==> src/rtl/input_event_controller.sv <==
// Debounced 8-input event controller: shared sample prescaler, per-input stability counters,
// lowest-index arbiter and a 4-entry event FIFO. INPUT_EVENT_CONTROLLER_RELEASE_EN also queues release events.
module input_event_controller #(
   parameter int                        prescalerWidth = 8,
   parameter logic [prescalerWidth-1:0] prescalerMax   = 8'd255,
   parameter int                        thresholdWidth = 4,
   parameter logic [thresholdWidth-1:0] threshold      = 4'b1111
) (
   input  logic       clock,
   input  logic       reset,
   input  logic [7:0] dataIn,
   output logic [7:0] levels,
   output logic       eventValid,
   output logic [3:0] eventCode,
   input  logic       eventAck,
   output logic       overflow,
   input  logic       overflowClear
);

   logic [7:0]                     sync_0;
   logic [7:0]                     sync_1;
   logic [prescalerWidth-1:0]      prescaler;
   logic [7:0][thresholdWidth-1:0] counter;
   logic [7:0]                     pending;
   logic [3:0][3:0]                fifo_mem;
   logic [1:0]                     rd_ptr;
   logic [1:0]                     wr_ptr;
   logic [2:0]                     count;

   logic                           tick;
   logic [7:0][thresholdWidth-1:0] counter_next;
   logic [7:0]                     levels_next;
   logic [7:0]                     set_mask;
   logic [7:0]                     grant_mask;
   logic [7:0]                     pending_next;
   logic [2:0]                     sel;
   logic                           found;
   logic                           pop;
   logic                           push;
   logic                           lost;
   logic [3:0]                     push_code;
   logic [2:0]                     count_next;
   logic [3:0]                     head_next;

   assign tick = (prescaler == prescalerMax);

   always_comb begin
      counter_next = counter;
      levels_next  = levels;
      set_mask     = '0;
      if (tick) begin
         for (int i = 0; i < 8; i++) begin
            if (sync_1[i] == levels[i]) begin
               counter_next[i] = '0;
            end else if (counter[i] == threshold - 1'b1) begin
               counter_next[i] = '0;
               levels_next[i]  = ~levels[i];
`ifdef INPUT_EVENT_CONTROLLER_RELEASE_EN
               set_mask[i]     = 1'b1;
`else
               set_mask[i]     = ~levels[i];
`endif
            end else begin
               counter_next[i] = counter[i] + 1'b1;
            end
         end
      end
   end

   always_comb begin
      sel   = '0;
      found = 1'b0;
      for (int i = 0; i < 8; i++) begin
         if (pending[i] && !found) begin
            sel   = i[2:0];
            found = 1'b1;
         end
      end
   end

   assign pop        = eventAck && eventValid;
   assign push       = found && ((count != 3'd4) || pop);
   assign grant_mask = push ? (8'b1 << sel) : 8'b0;
   // Only a change whose previous event is neither queued nor leaving this cycle is lost.
   assign lost         = |(set_mask & pending & ~grant_mask);
   assign pending_next = (pending & ~grant_mask) | set_mask;

`ifdef INPUT_EVENT_CONTROLLER_RELEASE_EN
   assign push_code = {levels[sel], sel};
`else
   assign push_code = {1'b1, sel};
`endif

   always_comb begin
      count_next = count;
      unique case ({push, pop})
         2'b10:   count_next = count + 3'd1;
         2'b01:   count_next = count - 3'd1;
         default: count_next = count;
      endcase
   end

   // eventCode always mirrors the head after this edge's push/pop.
   always_comb begin
      head_next = eventCode;
      if (pop) begin
         if (count >= 3'd2)
            head_next = fifo_mem[rd_ptr + 2'd1];
         else if (push)
            head_next = push_code;
      end else if ((count == 3'd0) && push) begin
         head_next = push_code;
      end
   end

   always_ff @(posedge clock) begin
      if (reset) begin
         sync_0     <= '0;
         sync_1     <= '0;
         prescaler  <= '0;
         counter    <= '0;
         levels     <= '0;
         pending    <= '0;
         fifo_mem   <= '0;
         rd_ptr     <= '0;
         wr_ptr     <= '0;
         count      <= '0;
         eventValid <= 1'b0;
         eventCode  <= 4'h0;
         overflow   <= 1'b0;
      end else begin
         sync_0    <= dataIn;
         sync_1    <= sync_0;
         prescaler <= tick ? '0 : prescaler + 1'b1;
         counter   <= counter_next;
         levels    <= levels_next;
         pending   <= pending_next;
         if (push) begin
            fifo_mem[wr_ptr] <= push_code;
            wr_ptr           <= wr_ptr + 2'd1;
         end
         if (pop)
            rd_ptr <= rd_ptr + 2'd1;
         count      <= count_next;
         eventValid <= (count_next != 3'd0);
         eventCode  <= head_next;
         if (lost)
            overflow <= 1'b1;
         else if (overflowClear)
            overflow <= 1'b0;
      end
   end

endmodule

==> config.mk <==
export PLATFORM = sky130hd
export DESIGN_NAME = input_event_controller
export DESIGN_NICKNAME = d
export VERILOG_FILES = /design/src/rtl/input_event_controller.sv
export SDC_FILE = /design/constraint.sdc
export NUM_CORES = 1
export LEC_CHECK = 0
export ABC_AREA = 1
export BUFFER_PORTS_ARGS = -buffer_cell sky130_fd_sc_hd__clkbuf_2
export CAP_MARGIN = 20
export CORE_MARGIN = 10
export CORE_UTILIZATION = 50
export DETAILED_ROUTE_END_ITERATION = 10
export MAX_ROUTING_LAYER = met4
export PLACE_DENSITY_LB_ADDON = 0.08
export SYNTH_ARGS = -nofsm -noshare
export SYNTH_HDL_FRONTEND = slang
export SYNTH_SLANG_ARGS = --single-unit
==> constraint.sdc <==
create_clock -name clock -period 2.8 [get_ports clock]
set_clock_uncertainty 0.15 [all_clocks]
set_input_delay 0.14 -clock clock [delete_from_list [all_inputs] [get_ports clock]]
set_output_delay 0.14 -clock clock [all_outputs]
set_load 0.005 [all_outputs]
==> results list <==
- Number of global-route vias before repair: 3255
- Crit start category: flip-flop
- Sinks on the clock net: roughly 100
* Finished Core Util: 0.575
- Synth Net Count: roughly 610
* CTS Root Cell: sky130_fd_sc_hd__clkbuf_8
- Final slew viol count: 0
* Post-synthesis share of cell area spent on full adders, half adders and majority gates: 0.0661
- The worst setup path is of the flip-flop to flip-flop kind.
* Via total after detailed routing: 3547
- Tcrit/Tclk final: 0.881
* Multiplexer share of the synthesized area: 0
* Static leakage: 1.97 nW
- Counting cells, the worst reg-to-reg path comes to 13.
- Maximum buffer depth of the clock tree: 2
- Dividing the detail-routed via count by the number of cells gives around 5.
* Worst supply voltage drop on vdd: 0.274 mV
- The floorplan has 34 rows.
* Iter 0 DRT Violations: 121
- Core Area: 8720 sq um
* Share of cells above drive strength 1: 0.0908
- Number of synthesized flops with an enable pin: 0
- During synthesis, Yosys emitted a total of 0 warnings.
- Worst r2r dst: eventValid
* Clock slew seen by the registers of the worst setup and hold paths: 0.10 ns
* CTS tree: done
- Setup violations remaining at the end of the flow were counted as 0.
- Final worst path period need: 2.47 ns
* Worst endpoint required time: approximately 2.9 ns
* Die width: ~110 microns
- Summed over all failing endpoints, the final setup total negative slack is 0 ns.
- Share of the synthesized area in compound gates (AO/OA/AOI/OAI): 0.120
- Of the total synthesized cell area, the portion taken by XOR and XNOR cells is 0.0549.
* Floorplan die height: 115 microns
- Upper clock frequency limit: 405 MHz
- Register-to-register setup slack: approximately 0.33 ns
- Pin count of the biggest net entering global routing: 49
* Unrepaired setup endpoints after global routing: false
* Global Route Usage Sum: 0.135
* Final hold viol count: 0
* Final RePlAce weighted congestion: 0.896
- Avg WL per Cell: 11.7 microns
- Later-pin clock latency in the skew report: 0.36 ns
* Final HPWL DP: ~6000 microns
- In this run the remaining antenna-violating nets after routing total 0.
- For this run, the register share of the synthesized area comes to 0.453.
- Library cell occupying the most area in the post-synthesis netlist: sky130_fd_sc_hd__dfxtp_1
- Cells after Synth: between 500 and 600
* Detailed Routing Iterations Pass 1: 4
- Of the post-synthesis cell area, the dominant cell type holds 0.453.
- RR Startpoint: pending[3]
- Global-route wire length before repair: 14400 microns
* Crit Path Max Fanout: 7
- I/O pin count: 26
- Max cap viols: 0
- Distinct cell type count of the synthesized netlist: 32
* Number of antenna violations at the first check in global routing: 0
* Syn Std Cell Area: 4470 sq um
* Critical hold path startpoint: eventAck
- In the post-synthesis netlist, the biggest area contributors are sky130_fd_sc_hd__dfxtp_1 45%, sky130_fd_sc_hd__nand2_1 8.1%, sky130_fd_sc_hd__inv_1 6.6%, sky130_fd_sc_hd__ha_1 6.2%, sky130_fd_sc_hd__o21ai_0 5.7%.
- Ranked by instance count, the synthesized netlist is headed by 101 x sky130_fd_sc_hd__dfxtp_1, 96 x sky130_fd_sc_hd__nand2_1, 78 x sky130_fd_sc_hd__inv_1.
* Combinational family with the most area after synthesis: simple AND/OR/NAND/NOR gates
- For this design the ratio of total power to cell area is 524 nW/um^2.
- The initial utilization of the core area, before any placement, comes to 0.512.
- For the worst setup path, the data arrival time is 2.55 ns.
* CTS Buf Count: 9
- Share of flip-flops with an asynchronous set or reset after synthesis: 0
- STA classifies the critical path endpoint as a flip-flop.
- Hold Path Sink: rd_ptr[1]
- After detailed routing, the number of remaining DRC violations is 0.
- For the pin with the worst max-slew slack, the measured transition is just under 1 ns.
* Global route overflow: 0
* Number of H-tree levels: 3
- Counting flops and latches in the post-synthesis netlist gives about 100.
- Basic-gate share of the synthesized area counting and, or, nand and nor cells: 0.228
- The flow ran to the end, and the final reports show no timing, DRC or antenna violations.
* Net count of the finished layout: 647
- Averaged over all synthesized cells, the footprint is 7.73 sq um.
- Headroom to the max-slew limit: 0.350
- The number of antenna diodes in the final layout is 0.
- From synthesis to final layout, the design area changed by 12.3%.
- For this run, the leading register cell type out of synthesis is sky130_fd_sc_hd__dfxtp_1.
* Worst hold path depth: 4
- Most numerous cell in the Yosys netlist: sky130_fd_sc_hd__dfxtp_1
- Die Footprint: about 13000 sq um
* Total detailed-routing wirelength: 8460 microns
- Number of buffers added on ports: 25
- The min-delay analysis places its worst path in the category input port to flip-flop.
[cells in the final DEF (no fill, tap or decap)]
cell type,Yosys,layout
sky130_fd_sc_hd__dfxtp_1,101,101
sky130_fd_sc_hd__a21oi_1,45,45
sky130_fd_sc_hd__dlygate4sd3_1,0,8
sky130_fd_sc_hd__nand2_2,5,5
sky130_fd_sc_hd__nor3b_1,2,2
sky130_fd_sc_hd__nand3_1,46,46
sky130_fd_sc_hd__clkbuf_2,0,25
sky130_fd_sc_hd__o21ai_0,51,51
sky130_fd_sc_hd__nand3b_1,2,2
sky130_fd_sc_hd__inv_2,1,1
sky130_fd_sc_hd__ha_1,22,22
sky130_fd_sc_hd__nor3_1,1,1
sky130_fd_sc_hd__buf_4,0,2
sky130_fd_sc_hd__nand2_1,96,96
sky130_fd_sc_hd__clkinvlp_4,0,2
sky130_fd_sc_hd__bufinv_16,0,3
sky130_fd_sc_hd__a31oi_1,1,1
sky130_fd_sc_hd__nor2_4,1,1
sky130_fd_sc_hd__inv_6,0,1
sky130_fd_sc_hd__o221ai_1,2,2
sky130_fd_sc_hd__xnor2_1,17,17
sky130_fd_sc_hd__xor2_1,11,11
sky130_fd_sc_hd__nor2_2,2,2
sky130_fd_sc_hd__inv_1,78,78
sky130_fd_sc_hd__nand4_1,6,6
sky130_fd_sc_hd__clkinv_4,0,1
sky130_fd_sc_hd__or2_2,1,1
sky130_fd_sc_hd__a211oi_1,1,1
sky130_fd_sc_hd__clkbuf_8,0,9
sky130_fd_sc_hd__fa_1,1,1
sky130_fd_sc_hd__o21ai_1,1,1
sky130_fd_sc_hd__nor2_1,67,67
sky130_fd_sc_hd__a221oi_1,1,1
sky130_fd_sc_hd__nand2_4,2,2
sky130_fd_sc_hd__nand4_4,1,1
sky130_fd_sc_hd__o2111ai_1,1,1
[kinds of logic (layout without fill, tap and decap cells)]
logic type      count (synthesis)  count (layout)
compound gates                103             103
simple gates                  232             232
xor+xnor                       28              28
flops                         101             101
fa+ha+maj                      23              23
buf+inv                        91             130
[through the flow]
step	std cells	total power [mW]	setup slack [ns]	hold WS (ns)	cell area [sq um]
after detailed placement	701	1.55	0.336	0.188	4690
final	725	2.63	0.334	0.0638	5010
after global routing	725	2.72	0.106	0.116	5010
after floorplan	578	1.53	0.531	0.0970	4470
after global placement	701	1.55	0.398	0.183	4690
after CTS	725	2.66	0.323	0.0646	5010
[state kept, by name, summed over array words and instances (netlist names), 2 cells and up]
signal,cells
sync_1,8
wr_ptr,2
pending,8
eventCode,4
count,3
levels,8
sync_0,8
fifo_mem,16
rd_ptr,2
counter,32
prescaler,8
[where the power goes]
part	total (mW)	switching, mW	internal (mW)
Combinational	0.0666	0.0401	0.0265
Sequential	1.46	0.00583	1.45
Clock	1.11	0.508	0.598
[cell type report]
type / instances / area (sq um)
clock inverter: 7 / 123
clock buffer: 9 / 124
sequential: 101 / 2020
multi-input combinational: 386 / 2090
fill: 825 / 3710
tap: 108 / 135
timing repair buffer: 35 / 220
inverter: 79 / 297
[worst max-delay path, cell delays in order, from the launching register on]
cell and delay [ns]:
sky130_fd_sc_hd__dfxtp_1 0.34, sky130_fd_sc_hd__nor2_1 0.22, sky130_fd_sc_hd__nand2_2 0.11, sky130_fd_sc_hd__nor2_4 0.10, sky130_fd_sc_hd__nand4_4 0.12, sky130_fd_sc_hd__nand2_4 0.12, sky130_fd_sc_hd__ha_1 0.18, sky130_fd_sc_hd__inv_1 0.08
sky130_fd_sc_hd__fa_1 0.39, sky130_fd_sc_hd__a21oi_1 0.14, sky130_fd_sc_hd__o21ai_0 0.10, sky130_fd_sc_hd__xor2_1 0.15, sky130_fd_sc_hd__inv_1 0.08, sky130_fd_sc_hd__a31oi_1 0.07
[metal layers]
| metal | vias to the layer above | routed length [microns] | GRT usage |
|---|---|---|---|
| li1 | 1918 | - | - |
| met3 | 8 | 183 | 0.0257 |
| met5 | - | 0 | - |
| met2 | 32 | 4150 | 0.231 |
| met4 | 0 | 93 | 0.0459 |
| met1 | 1589 | 4030 | 0.155 |
[worst max-delay path by stage]
stage | startpoint | endpoint | slack (ns)
finish | pending[3] | eventValid | 0.33
floorplan | pending[3] | eventValid | 0.53
CTS | pending[3] | eventValid | 0.32
global route | pending[3] | eventValid | 0.11
global placement | pending[2] | eventValid | 0.40
detailed placement | pending[2] | eventValid | 0.34
[what timing repair did]
item / in CTS / in global routing
hold endpoints to repair: 8 / 0
hold buffers: 8 / 0
resized for setup: 0 / 0
setup buffers: 0 / 0
(Power assumes the default switching activity.)
